**src/rtl/sram_arbiter.sv**
```systemverilog
// Shares one external SRAM between the CPU data port and the VGA fetch port,
// one transaction at a time, with VGA priority in active video and a CPU starvation guard.
module sram_arbiter #(
    parameter int STARVE_LIMIT = 8,
    parameter int TIMEOUT      = 255
) (
    input  logic        clk,
    input  logic        nrst,
    input  logic [1:0]  vga_state,
    input  logic        cpu_req,
    input  logic        cpu_wen,
    input  logic [31:0] cpu_addr,
    input  logic [31:0] cpu_wdata,
    input  logic [3:0]  cpu_byte_sel,
    output logic        cpu_ack,
    output logic [31:0] cpu_rdata,
    input  logic        vga_req,
    input  logic [31:0] vga_addr,
    output logic        vga_ack,
    output logic [31:0] vga_rdata,
    output logic        err,
    output logic        sram_read,
    output logic        sram_write,
    output logic [31:0] sram_addr,
    output logic [31:0] sram_wdata,
    output logic [3:0]  sram_byte_sel,
    input  logic        sram_busy,
    input  logic        sram_data_en,
    input  logic [31:0] sram_rdata,
    // Handshake: each req is held until its one-cycle ack; dbg_state 0=IDLE 1=ISSUE 2=WAIT 3=RESP
    output logic [1:0]  dbg_state
);

    localparam int SW = $clog2(STARVE_LIMIT + 1);
    localparam int TW = $clog2(TIMEOUT + 1);
    localparam logic [SW-1:0] STARVE_MAX = SW'(STARVE_LIMIT);
    localparam logic [TW-1:0] TMO_LAST   = TW'(TIMEOUT - 1);

    typedef enum logic [1:0] {IDLE = 2'd0, ISSUE = 2'd1, WAIT = 2'd2, RESP = 2'd3} state_t;
    typedef enum logic [1:0] {OWN_NONE = 2'd0, OWN_CPU = 2'd1, OWN_VGA = 2'd2} owner_t;

    state_t        state;
    owner_t        owner;
    logic          wen;
    logic [SW-1:0] starve_cnt;
    logic [TW-1:0] tmo_cnt;
    logic          grant_cpu;
    logic          grant_vga;
    logic          tmo_hit;

    assign dbg_state = state;
    // High during the last cycle allowed before the transaction is abandoned.
    assign tmo_hit   = (tmo_cnt == TMO_LAST);

    always_comb begin
        grant_cpu = 1'b0;
        grant_vga = 1'b0;
        if (cpu_req && starve_cnt == STARVE_MAX) grant_cpu = 1'b1;
        else if (vga_state == 2'd2 && vga_req)   grant_vga = 1'b1;
        else if (cpu_req)                        grant_cpu = 1'b1;
        else if (vga_req)                        grant_vga = 1'b1;
    end

    always_ff @(posedge clk or negedge nrst) begin
        if (!nrst) begin
            state         <= IDLE;
            owner         <= OWN_NONE;
            wen           <= 1'b0;
            starve_cnt    <= '0;
            tmo_cnt       <= '0;
            cpu_ack       <= 1'b0;
            vga_ack       <= 1'b0;
            err           <= 1'b0;
            cpu_rdata     <= '0;
            vga_rdata     <= '0;
            sram_read     <= 1'b0;
            sram_write    <= 1'b0;
            sram_addr     <= '0;
            sram_wdata    <= '0;
            sram_byte_sel <= '0;
        end else begin
            cpu_ack <= 1'b0;
            vga_ack <= 1'b0;
            err     <= 1'b0;
            case (state)
                IDLE: begin
                    if (!cpu_req) starve_cnt <= '0;
                    if (grant_cpu) begin
                        owner         <= OWN_CPU;
                        wen           <= cpu_wen;
                        sram_addr     <= cpu_addr;
                        sram_wdata    <= cpu_wdata;
                        sram_byte_sel <= cpu_byte_sel;
                        sram_read     <= !cpu_wen;
                        sram_write    <= cpu_wen;
                        starve_cnt    <= '0;
                        state         <= ISSUE;
                    end else if (grant_vga) begin
                        owner         <= OWN_VGA;
                        wen           <= 1'b0;
                        sram_addr     <= vga_addr;
                        sram_wdata    <= '0;
                        sram_byte_sel <= 4'b1111;
                        sram_read     <= 1'b1;
                        sram_write    <= 1'b0;
                        if (cpu_req && starve_cnt != STARVE_MAX) starve_cnt <= starve_cnt + SW'(1);
                        state         <= ISSUE;
                    end
                end
                ISSUE: begin
                    tmo_cnt <= tmo_cnt + TW'(1);
                    if (tmo_hit) begin
                        sram_read  <= 1'b0;
                        sram_write <= 1'b0;
                        err        <= 1'b1;
                        if (owner == OWN_CPU) begin cpu_ack <= 1'b1; cpu_rdata <= '0; end
                        else begin vga_ack <= 1'b1; vga_rdata <= '0; end
                        state <= RESP;
                    end else if (!sram_busy) begin
                        sram_read  <= 1'b0;
                        sram_write <= 1'b0;
                        state      <= WAIT;
                    end
                end
                WAIT: begin
                    tmo_cnt <= tmo_cnt + TW'(1);
                    if (sram_data_en) begin
                        if (owner == OWN_CPU) begin
                            cpu_ack <= 1'b1;
                            if (!wen) cpu_rdata <= sram_rdata;
                        end else begin
                            vga_ack   <= 1'b1;
                            vga_rdata <= sram_rdata;
                        end
                        state <= RESP;
                    end else if (tmo_hit) begin
                        err <= 1'b1;
                        if (owner == OWN_CPU) begin cpu_ack <= 1'b1; cpu_rdata <= '0; end
                        else begin vga_ack <= 1'b1; vga_rdata <= '0; end
                        state <= RESP;
                    end
                end
                RESP: begin
                    owner   <= OWN_NONE;
                    tmo_cnt <= '0;
                    state   <= IDLE;
                end
                default: state <= IDLE;
            endcase
        end
    end

endmodule

```
**config.mk**
```make
export PLATFORM = sky130hd
export DESIGN_NAME = sram_arbiter
export DESIGN_NICKNAME = d
export VERILOG_FILES = /design/src/rtl/sram_arbiter.sv
export SDC_FILE = /design/constraint.sdc
export NUM_CORES = 1
export LEC_CHECK = 0
export ABC_AREA = 1
export BUFFER_PORTS_ARGS = -buffer_cell sky130_fd_sc_hd__buf_2
export CAP_MARGIN = 10
export CORE_MARGIN = 2
export CORE_UTILIZATION = 44
export DETAILED_ROUTE_END_ITERATION = 12
export GPL_TIMING_DRIVEN = 1
export PLACE_DENSITY = 0.76
export SLEW_MARGIN = 20
export SYNTH_ARGS = -nofsm -noshare
export SYNTH_HDL_FRONTEND = slang
export SYNTH_SLANG_ARGS = --single-unit
```
**constraint.sdc**
```tcl
create_clock -name clk -period 1.7 [get_ports clk]
set_input_delay 0.17 -clock clk [delete_from_list [all_inputs] [get_ports clk]]
set_output_delay 0.17 -clock clk [all_outputs]
set_load 0.02 [all_outputs]
```
Yosys cells after proc, flatten, opt, wreduce, memory -nomap -nowiden --
Index checks and enable logic that the tools add are counted.
Cells by class: div/mod/pow operators 0, reduce and logical (&&, ||, !) cells 17, shifts and indexed selects 0, $add $sub $neg 2, bitwise operators 0, multiply operators 0, eq/ne operators 14, $lt $le $gt $ge 0, multiplexer cells 58
Operators with widths (number):
- $mux W32 | 13
- $pmux W32 S2 | 2
- $mux W4 | 6
- $mux W1 | 21
- $ne A3 B3 Y1 const B | 6
- $mux W2 | 8
- $pmux W8 S2 | 1
- $pmux W1 S2 | 5
- $reduce_bool A2 Y1 | 5
- $reduce_and A3 Y1 | 3
- $add A8 B1 Y8 const B | 1
- $eq A8 B8 Y1 const B | 1
- $pmux W2 S4 | 1
- $eq A2 B2 Y1 const B | 3
- $reduce_and A2 Y1 | 3
- $add A4 B1 Y4 const B | 1
- $eq A2 B1 Y1 const B | 2
- $eq A4 B4 Y1 const B | 1
- $ne A4 B4 Y1 const B | 1
- $pmux W2 S2 | 1
- $logic_and A1 B1 Y1 | 3
- $logic_not A2 Y1 | 1
- $reduce_or A2 Y1 | 1
- $logic_not A1 Y1 | 1
Storage, ports and cells: RAM bits 0, input port bits 141, memories kept 0, bits in read-only memories 0, output and inout port bits 139, register bits after elaboration 154, bits in latches 0

Longest topological paths before layout --
word-level depth 7, depth in mapped cells 10, mapped depth without buffers 9

Least setup slack after synthesis --
No wires, ideal clock.
path type register to register, from register state[0], in the netlist dbg_state[0], to register cpu_rdata[0], stages on the path, launching flop included 10, path slack -0.080 ns, arrival 1.663 ns, data required time 1.583 ns, library setup time 0.117 ns, path through dfrtp_1 -> inv_1 -> ha_1 -> nand2_2 -> nand2_1 -> o21ai_2 -> nand3_4 -> buf_6 -> nand2_1 -> nand2_1
On the way: longest elaborated chain between the ends 3, elaborated cells on any way between the ends 7
Ends and longest elaborated chain:
- from (decl) | line 42 | state_t state;
- from (signal assigned) | line 66 | state <= IDLE;
- from (signal assigned) | line 97 | state <= ISSUE;
- from (signal assigned) | line 107 | state <= ISSUE;
- $eq A2 B2 Y1 or $eq A2 B1 Y1 (tied branches) | line 85 | case (state)
- $ne A3 B3 Y1 (no source line) or $reduce_bool A2 Y1 (tied branches)
- $reduce_and A3 Y1 (no source line)
- to (signal assigned) | line 130 | if (!wen) cpu_rdata <= sram_rdata;
- to (decl) | line 16 | output logic [31:0] cpu_rdata,
Parallel ways exist; a longest one is shown, timed or not. A chain may end at the register's enable or synchronous reset.

Final worst setup path --
from register state[1], in the netlist dbg_state[1], to register vga_rdata[30]
On the way: longest elaborated chain between the ends 3, elaborated cells on any way between the ends 6
Ends and longest elaborated chain:
- $eq A2 B2 Y1 or $eq A2 B1 Y1 (tied branches) | line 85
- $ne A3 B3 Y1 (no source line) or $reduce_bool A2 Y1 (tied branches)
- $reduce_and A2 Y1 (no source line)
- to (signal assigned) | line 133 | vga_rdata <= sram_rdata;
- to (decl) | line 20 | output logic [31:0] vga_rdata,
Parallel ways exist; a longest one is shown, timed or not.

==> results.cfg <==
[logic_synthesis]
synth.avg_cell_area_um2 = 7.75
synthXorXnorAreaFrac_pct = 0
syn_area_mm2 = 0.00725
synth_nets = 1086
ys_warn_count = 0
synth_compound_area_share_pct = 4.52
synthCells = 936
synth_simple_gate_area_share_pct = 29.3
ys_seq_area_share_pct = 53.1
ys_types = 29
synth.ff_latch_count = 154
synth_top_family_by_area = simple AND/OR/NAND/NOR gates
yosys.area_share.adder_pct = 1.55
synth.area.mux_share_pct = 0

[die]
fp.dieW_um = 132
die_h_um = 132
rows = 46
die_area_mm2 = 0.0175
ios = 280
coreArea_mm2 = 0.0160
start_util_pct = 45.3

[timing]
max_freq_mhz = 619
worst_pin_slew_ps = 408
hold_slack_ps = 28.8
skew_ps = 15.1
fin_crit_ps = 1620
hold_viol = 0
slew_headroom_pct = 72.8
drv_slew = 0
finalSetupViolCount = 0
finalCritPeriodShare_pct = 95.0

[worst_setup_path]
start_kind = flop
slowest_stage = dfrtp_2
slowest_delay_ps = 450
arrival_ps = 1910
path_class = reg2reg
r2r_slack_ps = 80
crit_path_max_fanout = 8
cp.required_ps = 1990
r2r_cells = 8
end_kind = flop
r2r_end = vga_rdata[30]
r2r_start = dbg_state[1]
path_cells = inv_4 > ha_4 > inv_2 > nand2_2 > nand2_1 > a21oi_4 > clkbuf_16 > o21ai_0

[global_route]
grt_max_degree = 54
antenna_found_initial = 0
grt_pass1_vias = 6758
groute.usage.overall_pct = 22.6
grt_overflow_total = 0
grt_pass1_wl_mm = 32.1

[outcome]
status = complete, no violations

[drt]
drt_iter0_drc = 333
vias = 7029
avgViaCountPerCell = 4.72
drt-total-wl_mm = 20.3
m1WireLength_mm = 8.59
wl_per_cell_um = 13.6
ant_nets = 0
wl_met2_mm = 9.87
dr.pass1.iters = 5
top_layer_used = met4
wl_met3_mm = 1.49
drc = 0

[cells_and_area]
drive_above_1_share_pct = 29.0
area_growth_pct = 39.9
postLayoutCellArea_mm2 = 0.0101
num-nets-final = 1410
num-fill-cells = 1361
diodes = 0
fin_cells = 1488

[worst_hold_path]
whs_path_depth = 3
holdPathEnd = sram_write
hp-class = in2reg
hp-start = cpu_wen

[power_and_ir_drop]
total_leakage_power_nw = 5.88
p_per_area_mw_per_mm2 = 1850
vdd_drop_max_v = 0.000895

[clock_tree]
clock-sinks = 154
htree_num_levels = 4
cts_tree = done
max-clock-path-buffers = 2
cts_buffers = 17
clock_latency_ps = 420
clockRootBuffer = clkbuf_16
cts.clk_slew.worst_paths_ps = 60

[place]
gp_congestion = 0.809
placedCellCount = 1413
place_hpwl_mm = 13.8
io_buffer_count = 279
post_dp_cell_area_mm2 = 0.00899

[run]
drv_cap = 0
==> synthesized netlist by cell type (all sizes together) <==
cell / count / area (um2)
nor3b: 1 / 7.51
o21bai: 1 / 7.51
dfrtp: 154 / 3850
nand3b: 2 / 15.0
a21oi: 9 / 56.3
o21ai: 49 / 264
inv: 151 / 567
clkbuf: 7 / 26.3
buf: 34 / 239
nand3: 79 / 413
nand2: 377 / 1430
nand4: 5 / 31.3
clkinv: 1 / 3.75
nor2: 57 / 224
ha: 9 / 113
==> cells in the final DEF (no fill, tap or decap), types with 3 or more instances in the layout <==
cell type / n
buf_4: 14
buf_2: 278
dlygate4sd3_1: 37
inv_6: 5
clkbuf_16: 20
inv_1: 144
nand2_2: 6
clkinvlp_4: 4
inv_2: 6
ha_1: 5
nor2_1: 55
buf_12: 12
nand3_1: 77
nand4_1: 5
bufinv_16: 3
nand2_1: 369
o21ai_0: 36
o21ai_1: 10
a21oi_1: 8
ha_4: 3
dfrtp_1: 152
==> layout make-up <==
class | count | area (um2) | area share [%]
Clock inverter | 14 | 186 | 1.84
Inverter | 152 | 573 | 5.65
Multi-Input combinational cell | 589 | 2630 | 25.9
Sequential cell | 154 | 3860 | 38.0
Tap cell | 216 | 270 | 2.66
Timing Repair Buffer | 346 | 2200 | 21.7
Clock buffer | 17 | 425 | 4.19
==> critical path: cells and delay by family (launching register included) <==
kind	cells	cell delay [ps]
flip-flops	1	450
buffers and inverters	3	360
AO/OA/AOI/OAI	2	350
AND/OR/NAND/NOR	2	170
adder cells (fa/ha/maj)	1	140
==> sequential cells by signal (all words and copies together) (netlist names) <==
name,cells
cpu_rdata,32
sram_addr,32
sram_wdata,32
vga_rdata,32
tmo_cnt,8
sram_byte_sel,4
starve_cnt,4
dbg_state,2
owner,2
cpu_ack,1
err,1
sram_read,1
sram_write,1
vga_ack,1
wen,1
==> worst max path at each step <==
stage,from,end,slack (ps),cells after the start
after floorplan,dbg_state[0],cpu_rdata[0],20,9
after global placement,dbg_state[1],cpu_rdata[15],70,10
after detailed placement,dbg_state[1],cpu_rdata[4],-30,10
after CTS,dbg_state[0],sram_byte_sel[2],30,8
after global routing,tmo_cnt[0],vga_rdata[13],-1,8
final,dbg_state[1],vga_rdata[30],80,8
==> metal layers <==
layer,vias to the layer above,GRT usage [%]
met5,-,0
met4,0,7.41
met3,31,5.84
met2,297,37.8
met1,3240,28.8
li1,3461,-
==> per-stage QoR <==
step / total power, mW / setup TNS, ps / util [%] / setup slack (ps)
4_1_cts: 18.6 / 0 / 62.4 / 31.0
2_1_floorplan: 11.3 / 0 / - / 19.4
5_1_grt: 20.0 / -1.03 / 63.4 / -1.03
3_3_place_gp: 14.3 / 0 / 56.2 / 65.3
6_report: 18.8 / 0 / 63.4 / 84.5
3_5_place_dp: 14.5 / -444 / 56.2 / -25.2
==> power breakdown <==
group	internal [mW]	leakage [nW]	total [mW]	switching (mW)
Clock	2.34	0.287	3.95	1.60
Sequential	5.29	1.90	6.21	0.920
Combinational	3.00	3.69	8.65	5.64
==> cells by family after synthesis <==
kind of cell | count (synthesis)
and+or+nand+nor | 521
adders and majority gates | 9
buffers and inverters | 193
AOI/OAI and AO/OA | 59
DFF | 154
==> repair_timing <==
action | CTS | global route
endpoints found under the hold margin | 80 | 0
cloned | 0 | 4
setup buffers | 1 | 2
hold buffers | 37 | 0
setup endpoints to repair | 26 | 91
gates resized for setup | 1 | 17
pin swaps | 1 | 3
(Power assumes the default switching activity.)
